### config.mk
export PLATFORM = sky130hd
export DESIGN_NAME = out_capture_fifo
export DESIGN_NICKNAME = d
export VERILOG_FILES = /design/src/rtl/out_capture_fifo.sv
export SDC_FILE = /design/constraint.sdc
export NUM_CORES = 1
export LEC_CHECK = 0
export ABC_AREA = 1
export CORE_ASPECT_RATIO = 0.6
export CORE_MARGIN = 3
export CORE_UTILIZATION = 44
export CTS_CLUSTER_DIAMETER = 120
export CTS_CLUSTER_SIZE = 25
export DETAILED_ROUTE_END_ITERATION = 12
export SYNTH_ARGS = -nofsm -noshare
export SYNTH_HDL_FRONTEND = slang
export SYNTH_SLANG_ARGS = --single-unit
### constraint.sdc
create_clock -name clk -period 4.5 [get_ports clk]
set_input_delay 0.45 -clock clk [delete_from_list [all_inputs] [get_ports clk]]
set_output_delay 0.45 -clock clk [all_outputs]
set_load 0.01 [all_outputs]
### src/rtl/out_capture_fifo.sv
// Capture FIFO behind the upstream stage's output port.
// Registered storage, count-based full/empty and a sticky drop flag.
module out_capture_fifo #(
    parameter int DATA_W = 20,
    parameter int DEPTH  = 8
) (
    input  logic                     clk,
    input  logic                     reset,
    input  logic                     in_valid,
    input  logic [DATA_W-1:0]        in_data,
    output logic                     out_valid,
    input  logic                     out_ready,
    output logic [DATA_W-1:0]        out_data,
    output logic [$clog2(DEPTH):0]   count,
    output logic                     full,
    output logic                     empty,
    output logic                     overflow,
    input  logic                     clear_ovf
);

    localparam int AW = $clog2(DEPTH);
    localparam int CW = AW + 1;
    localparam logic [CW-1:0] DEPTH_C = CW'(DEPTH);

    logic [DATA_W-1:0] mem [DEPTH];
    logic [AW-1:0]     wr_ptr;
    logic [AW-1:0]     rd_ptr;
    logic              push;
    logic              pop;
    logic              drop;

    assign full      = (count == DEPTH_C);
    assign empty     = (count == '0);
    assign out_valid = ~empty;
    assign out_data  = mem[rd_ptr];

    assign pop  = out_valid & out_ready;
    assign push = in_valid & (~full | pop);
    assign drop = in_valid & full & ~pop;

    // Storage has no reset; pointers and count define what is live.
    always_ff @(posedge clk) begin
        if (push && !reset) begin
            mem[wr_ptr] <= in_data;
        end
    end

    // DEPTH is a power of two, so pointers wrap naturally.
    always_ff @(posedge clk) begin
        if (reset) begin
            wr_ptr <= '0;
            rd_ptr <= '0;
            count  <= '0;
        end else begin
            if (push) begin
                wr_ptr <= wr_ptr + 1'b1;
            end
            if (pop) begin
                rd_ptr <= rd_ptr + 1'b1;
            end
            if (push && !pop) begin
                count <= count + 1'b1;
            end else if (pop && !push) begin
                count <= count - 1'b1;
            end
        end
    end

    // A drop in the same cycle wins over a clear request.
    always_ff @(posedge clk) begin
        if (reset) begin
            overflow <= 1'b0;
        end else if (drop) begin
            overflow <= 1'b1;
        end else if (clear_ovf) begin
            overflow <= 1'b0;
        end
    end

endmodule

# ---- Word-level counts from Yosys, hierarchy flattened
# Memory sizes are Yosys's and may differ from the RTL's. A register that Yosys moved wholly into a read port is not among the register bits.
# Index checks and enable logic that the tools add are counted.
# W data, S select, Z words.
dict set report classes {
  reduce_logical 9
  addsub 4
  n_bitwise 8
  n_eq_ne 1
  mux 8
}
# op n
set ops {}
lappend ops {{$mux W4} 2}
lappend ops {{$add A3 B1 Y3 const B} 2}
lappend ops {{$mux W3} 2}
lappend ops {{$add A4 B1 Y4 const B} 1}
lappend ops {{$and A1 B1 Y1} 4}
lappend ops {{$eq A4 B4 Y1 const B} 1}
lappend ops {{$logic_not A4 Y1} 1}
lappend ops {{$mux W1} 4}
lappend ops {{$reduce_bool A2 Y1} 2}
lappend ops {{$sub A4 B1 Y4 const B} 1}
lappend ops {{$logic_and A1 B1 Y1} 3}
lappend ops {{$logic_not A1 Y1} 3}
lappend ops {{$not A1 Y1} 3}
lappend ops {{$or A1 B1 Y1} 1}
dict set report totals {
  ramBits 160
  wordCells 35
  memories 1
  ff_bits 11
  inputBits 25
  out_inout_bits 28
}
# memory words word_bits rd rd_clocked_by_memory_dff wr line
set memory_table {}
lappend memory_table {mem 8 20 1 1 1 25} ;# logic [DATA_W-1:0] mem [DEPTH];

# ---- Depth between registers and ports, before layout
# Gate-level depths: netlist of the first run.
dict set report depth {
  depth_word 9
  ltp_mapped 14
  depth_no_buf 14
}

# ---- Worst setup path before layout of the first run
# OpenSTA, ideal clock, no wires.
dict set report synth_timing {
  path_type {register -> register}
  from {reg count[0]}
  to {mem mem[0][0] (enable)}
  slack_ns 2.343
  stages_incl_launch_ff 7
  synth_period_minus_slack_ns 2.157
  arrival_ns 1.760
  n_path_buf 0
  required_time_ns 4.103
  setup_time_ns 0.397
  path_cell_list {dfxtp_1 -> nor2_4 -> nand4_4 -> nand2_1 -> inv_1 -> nand2_1 -> nor2_1}
}
dict set report synth_via {
  elab_chain_len 8
  elab_cells_between_ends 10
  classes_between {1 x eq/ne; 2 x mux; 5 x bitwise; 2 x reduce/logical}
}
# element line
set synth_rtl {}
lappend synth_rtl {{from (decl)} 14} ;# output logic [$clog2(DEPTH):0] count,
lappend synth_rtl {{from (signal assigned)} 62} ;# count <= count + 1'b1;
lappend synth_rtl {{from (signal assigned)} 64} ;# count <= count - 1'b1;
lappend synth_rtl {{$logic_not A4 Y1} 33} ;# assign empty = (count == '0);
lappend synth_rtl {{$not A1 Y1} 34} ;# assign out_valid = ~empty;
lappend synth_rtl {{$and A1 B1 Y1} 37} ;# assign pop = out_valid & out_ready;
lappend synth_rtl {{$or A1 B1 Y1 (*)} 38} ;# assign push = in_valid & (~full | pop);
lappend synth_rtl {{$and A1 B1 Y1 (*)} 38}
lappend synth_rtl {{$logic_and A1 B1 Y1 (*)} 43} ;# if (push && !reset) begin
lappend synth_rtl {{$mux W1 (*)} 43}
lappend synth_rtl {{$mux W1 (implied by the code) (*)} 44} ;# mem[wr_ptr] <= in_data;
lappend synth_rtl {{to (decl)} 25}
# Every way passes the cells marked *; elsewhere a longest branch is shown, timed or not.

==> flow_metrics.env, run 1 <==
export IMPL_vias=4623
export IMPL_max_freq_mhz=291
export IMPL_vias_per_cell=5.10
export IMPL_diodes=0
export IMPL_ff2ff_path_depth=6
export IMPL_crit_required_ns=4.05
export IMPL_ys_flop_type="edfxtp_1"
export IMPL_syn_avg_cell_area_um2=11.2
export IMPL_yosysSeqAreaShare_pct=70.4
export IMPL_final_nets=723
export IMPL_worst_setup_path_start_kind="register"
export IMPL_grt_pass1_vias=4459
export IMPL_rr_startpoint="count[0]"
export IMPL_top_usage_layer="met1"
export IMPL_swShare_pct=32.5
export IMPL_totalWireLength_um=15900
export IMPL_fin_hold_ws_ns=0.500
export IMPL_layout_common_cells="175 x nor2_1, 160 x edfxtp_1, 119 x nand2_1"
export IMPL_grt_ovfl_total=0
export IMPL_critPathMaxStageDelay_ns=0.93
export IMPL_seq_power_share_pct=41.2
export IMPL_finClkSkew_ns=0.00922
export IMPL_fp_dieW_um=171
export IMPL_use_met1_pct=29.4
export IMPL_vdd_ir_drop_max_mv=0.251
export IMPL_p_int_mw=3.15
export IMPL_path_cells="buf_4 > nor2_1 > nor2_1 > o21ai_1 > nand2_1 > nand2_1 > nand2_1 > clkdlybuf4s50_1"
export IMPL_finalSetupViolations=0
export IMPL_drive_above_1_share_pct=8.24
export IMPL_cp_common_cell="nand2_1"
export IMPL_worst_slack_ns=1.07
export IMPL_grt_use_met3_pct=4.16
export IMPL_syn_inst=642
export IMPL_syn_nets=673
export IMPL_met2_usage_pct=26.9
export IMPL_worst_pin_slew_ns=1.23
export IMPL_clkTransAtPathRegs_ns=0.07
export IMPL_hold_start="overflow"
export IMPL_synth_edff_count=160
export IMPL_top_level_ports=53
export IMPL_cp_end_kind="output pin"
export IMPL_outcome="complete, no violations"
export IMPL_rows=35
export IMPL_tns_ns=0
export IMPL_place_inst=876
export IMPL_htree_levels=4
export IMPL_post_route_period_util_pct=76.3
export IMPL_track_usage_pct=18.9
export IMPL_power_leakage_nw=3.11
export IMPL_hold_class="register to register"
export IMPL_yosysUniqueCellTypes=26
export IMPL_grt_pass1_wl_um=25400
export IMPL_finalHoldViolations=0
export IMPL_dieArea_um2=18000
export IMPL_arrival_ns=2.98
export IMPL_dr_pass1_iters=5
export IMPL_synthArstFlopShare_pct=0
export IMPL_p_sw_mw=1.51
export IMPL_pre_cts_slack_ns=1.52
export IMPL_cp_slowest_cell="dfxtp_2"
export IMPL_root_buffer="clkbuf_16"
export IMPL_rsz0062_at_grt="no"
export IMPL_synth_area_um2=7220
export IMPL_worstSkewPairLatency_ns=0.42
export IMPL_grt_max_degree=81
export IMPL_core_um2=15700
export IMPL_place_gp_congestion=0.802
export IMPL_ys_warnings_count=0
export IMPL_rr_endpoint="mem[6][10]"
export IMPL_drt_iter0_markers=409
export IMPL_relSlewSlack_pct=18.0
export IMPL_slew_violations=0
export IMPL_fin_crit_ns=3.43
export IMPL_regArea_um2=5090
export IMPL_worstSetupEndpoint="out_data[8]"
export IMPL_p_per_area_nw_per_um2=553
export IMPL_portBuffers=52
export IMPL_start_util_pct=45.9
export IMPL_reg2reg_slack_ns=2.14
export IMPL_fillers=1307
export IMPL_post_dp_hpwl_um=9870
export IMPL_cts_hold_buffers=0
export IMPL_ys_ff_latch=174
export IMPL_cts_buffers=17
export IMPL_cts_sinks=174
export IMPL_area_growth_synth_to_final_pct=16.7
export IMPL_layout_commonest_cell="nor2_1"
export IMPL_routedWlPerCell_um=17.6
export IMPL_clkPwrFrac_pct=30.7
export IMPL_ant_nets=0
export IMPL_drc=0
export IMPL_clockBufferDepth=2
export IMPL_p_comb_share_pct=28.2
export IMPL_multiInputGateArea_um2=1840
export IMPL_crit_fanout=48
export IMPL_crit_type="register to output pin"
export IMPL_post_cts_resized=0
export IMPL_die_y_um=105
export IMPL_antenna_found_initial=0
export IMPL_cts_tree="done"
export IMPL_cts_setup_buffers=0
export IMPL_instances_no_fill=907
export IMPL_drv_cap=0
==> synth_stat cells (2+ instances only) <==
library cell,n,area share [%]
a21oi_1,7,0.49
buf_2,11,0.76
buf_4,7,0.73
buf_6,10,1.6
dfxtp_1,14,3.9
edfxtp_1,160,67
ha_1,5,0.87
inv_1,19,0.99
inv_2,2,0.10
nand2_1,119,6.2
nand3_1,7,0.49
nor2_1,183,9.5
o21ai_0,34,2.4
o21ai_1,50,3.5
xor2_1,3,0.36
==> state kept, by name, indices dropped and copies added, names as in the netlist, named ones only <==
name      count
rd_ptr        3
overflow      1
count         4
mem         160
wr_ptr        3
==> layout make-up <==
type	count	area share [%]
Clock inverter	14	1.78
Clock buffer	17	5.05
Timing Repair Buffer	61	6.98
Sequential cell	174	60.3
Multi-Input combinational cell	416	21.8
Tap cell	203	3.01
Inverter	22	1.04
==> how the worst min path moves through the flow <==
stage	to	slack, ns	depth (start not counted)
global placement	overflow	0.45	2
floorplan	register	0.46	2
finish	overflow	0.50	2
CTS	rd_ptr[2]	0.50	2
global route	overflow	0.52	2
detailed placement	rd_ptr[2]	0.49	2
==> worst max-delay path, delay by kind of cell (launching register included) <==
| kind | cells | cell delay, ns |
|---|---|---|
| AO/OA/AOI/OAI | 1 | 0.09 |
| buffers and inverters | 2 | 1.03 |
| flip-flops | 1 | 0.93 |
| AND/OR/NAND/NOR | 5 | 0.49 |
==> power groups by stage <==
stage          sequential [mW]  combinational (mW)  clock, mW
2_1_floorplan             1.92               0.883          0
3_3_place_gp              1.95                1.31          0
3_5_place_dp              1.96                1.32          0
4_1_cts                   1.92                1.33       1.45
5_1_grt                   1.94                1.49       1.53
6_report                  1.92                1.31       1.43
==> layer usage <==
layer	vias up	share of wire, %
met1	2240	51
met4	0	1.2
li1	2273	-
met5	-	0
met2	98	44
met3	12	4.4
==> stage by stage <==
stage | util, % | instance area (µm²) | power, mW
global placement | 50.0 | 7850 | 3.26
floorplan | - | 7220 | 2.80
CTS | 53.6 | 8430 | 4.71
detailed placement | 50.0 | 7850 | 3.28
global route | 53.6 | 8430 | 4.96
finish | 53.6 | 8430 | 4.66
==> cells by family (layout without fill, tap and decap cells) <==
family | Yosys count | after routing | share of synthesized area, %
compound gates | 91 | 91 | 6.31
fa+ha+maj | 6 | 6 | 1.14
xor+xnor | 3 | 3 | 0.364
simple gates | 316 | 316 | 17.4
flops | 174 | 174 | 70.4
buf+inv | 52 | 114 | 4.42
(Power assumes the default switching activity.)
==> run 2, diff against run 1 <==
==> constraint.sdc (replaced) <==
create_clock -name clk -period 3.3 [get_ports clk]
set_input_delay 0.33 -clock clk [delete_from_list [all_inputs] [get_ports clk]]
set_output_delay 0.33 -clock clk [all_outputs]
set_load 0.01 [all_outputs]
==> flow_metrics.env, run 2 (synthesis results as in run 1) <==
export IMPL_ant_nets=0
export IMPL_fp_dieW_um=171
export IMPL_grt_pass1_wl_um=27000
export IMPL_relSlewSlack_pct=50.1
export IMPL_place_gp_congestion=0.858
export IMPL_dieArea_um2=18000
export IMPL_vias=4755
export IMPL_drv_cap=0
export IMPL_drt_iter0_markers=514
export IMPL_dr_pass1_iters=5
export IMPL_pre_cts_slack_ns=0.681
export IMPL_core_um2=15700
export IMPL_crit_required_ns=2.97
export IMPL_largest_register_ffs=160
export IMPL_cts_sinks=174
export IMPL_clockBufferDepth=2
export IMPL_arrival_ns=2.53
export IMPL_clkTransAtPathRegs_ns=0.06
export IMPL_die_y_um=105
export IMPL_worst_pin_slew_ns=0.748
export IMPL_grt_max_degree=81
export IMPL_cp_common_cell="nand2_1"
export IMPL_start_util_pct=45.9
export IMPL_cp_slowest_cell="clkdlybuf4s50_1"
export IMPL_grt_ovfl_total=0
export IMPL_tns_ns=0
export IMPL_diodes=0
export IMPL_cts_buffers=17
export IMPL_layout_commonest_cell="nor2_1"
export IMPL_crit_type="register to output pin"
export IMPL_cts_setup_buffers=0
export IMPL_vias_per_cell=5.23
export IMPL_finalHoldViolations=0
export IMPL_power_leakage_nw=3.10
export IMPL_slew_violations=0
export IMPL_layout_common_cells="175 x nor2_1, 160 x edfxtp_1, 119 x nand2_1"
export IMPL_fin_crit_ns=2.86
export IMPL_critPathTopFamily="buffers and inverters"
export IMPL_outcome="complete, no violations"
export IMPL_post_dp_hpwl_um=11500
export IMPL_drive_above_1_share_pct=8.06
export IMPL_max_freq_mhz=350
export IMPL_top_level_ports=53
export IMPL_track_usage_pct=20.3
export IMPL_cts_tree="done"
export IMPL_cts_hold_buffers=0
export IMPL_cp_end_kind="output pin"
export IMPL_path_cells="buf_12 > nor2_1 > nor2_1 > o21ai_1 > nand2_1 > nand2_1 > nand2_1 > clkdlybuf4s50_1"
export IMPL_portBuffers=52
export IMPL_largest_register="mem"
export IMPL_antenna_found_initial=0
export IMPL_top_regs="mem x160, count x4"
export IMPL_cp_buffers_inverters=2
export IMPL_htree_levels=4
export IMPL_area_growth_synth_to_final_pct=16.4
export IMPL_p_per_area_nw_per_um2=750
export IMPL_root_buffer="clkbuf_16"
export IMPL_rsz0062_at_grt="no"
export IMPL_worst_setup_path_start_kind="register"
export IMPL_routedWlPerCell_um=19.5
export IMPL_totalWireLength_um=17800
export IMPL_vdd_ir_drop_max_mv=0.328
export IMPL_drc=0
export IMPL_finClkSkew_ns=0.0105
export IMPL_final_nets=725
export IMPL_finalSetupViolations=0
export IMPL_hold_class="register to register"
export IMPL_critPathMaxStageDelay_ns=0.57
export IMPL_worstSkewPairLatency_ns=0.42
export IMPL_grt_pass1_vias=4533
export IMPL_rows=35
export IMPL_post_route_period_util_pct=86.6
export IMPL_post_cts_resized=0
export IMPL_worst_slack_ns=0.441
export IMPL_crit_fanout=68
[run 2: cell types whose count changed in the layout (fill, tap and decap cells not counted), sizes merged]
cell and change:
buf +2, bufinv -1, clkbuf +2, clkinv +8, clkinvlp -2, inv -6
[run 2: path summary, 6_finish.rpt]
check / start / to / slack, ns / depth (start not counted)
max: register / out_data[10] / 0.44 / 8
min: overflow / overflow / 0.47 / 2
max reg2reg: count[0] / mem[0][10] / 1.11 / 7
min reg2reg: overflow / overflow / 0.47 / 2
[run 2: worst min-delay path, stage by stage, from the launching register on]
cell and delay (ns):
dfxtp_1 0.31, nand2_1 0.06, a21oi_1 0.05
[run 2: stage by stage]
step / total power, mW / hold slack (ns) / cell area (µm²) / cells / util (%)
after global routing: 6.65 / 0.504 / 8410 / 910 / 53.5
after floorplan: 3.82 / 0.399 / 7220 / 642 / -
after global placement: 4.54 / 0.452 / 7880 / 878 / 50.1
after detailed placement: 4.56 / 0.463 / 7880 / 878 / 50.1
final: 6.31 / 0.472 / 8410 / 910 / 53.5
after CTS: 6.33 / 0.474 / 8410 / 910 / 53.5
[run 2: metal layers]
metal	GRT usage, %	routed length [µm]	vias up	part of all wire, %
met5	0	0	-	0
met4	5.45	218	0	1.2
met3	5.28	1300	16	7.3
met2	27.7	7470	178	42
met1	32.0	8770	2288	49
li1	-	-	2273	-
[run 2: power breakdown]
| group | internal, mW | leakage (nW) | switching, mW |
|---|---|---|---|
| registers | 2.50 | 1.56 | 0.0879 |
| clock network | 0.964 | 0.249 | 0.837 |
| logic | 0.735 | 1.29 | 1.18 |
| total | 4.20 | 3.10 | 2.11 |
[run 2: cell type report]
cell class | count | area (µm²)
repair buffers | 63 | 616
clock buffers | 19 | 433
multi-input cells | 416 | 1840
clock inverters | 13 | 92.6
fillers | 1330 | 7310
flip-flops and latches | 174 | 5090
well taps | 203 | 254
inverters | 22 | 87.6
==> run 3, diff against run 2 <==
--- a/config.mk
+++ b/config.mk
@@ -6,10 +6,10 @@
 export NUM_CORES = 1
 export LEC_CHECK = 0
 export ABC_AREA = 1
+export CAP_MARGIN = 20
 export CORE_ASPECT_RATIO = 0.6
 export CORE_MARGIN = 3
 export CORE_UTILIZATION = 44
-export CTS_CLUSTER_DIAMETER = 120
 export CTS_CLUSTER_SIZE = 25
 export DETAILED_ROUTE_END_ITERATION = 12
 export SYNTH_ARGS = -nofsm -noshare
==> results of run 3 <==
No change in the layout: final DEF, timing and power equal those of run 2.
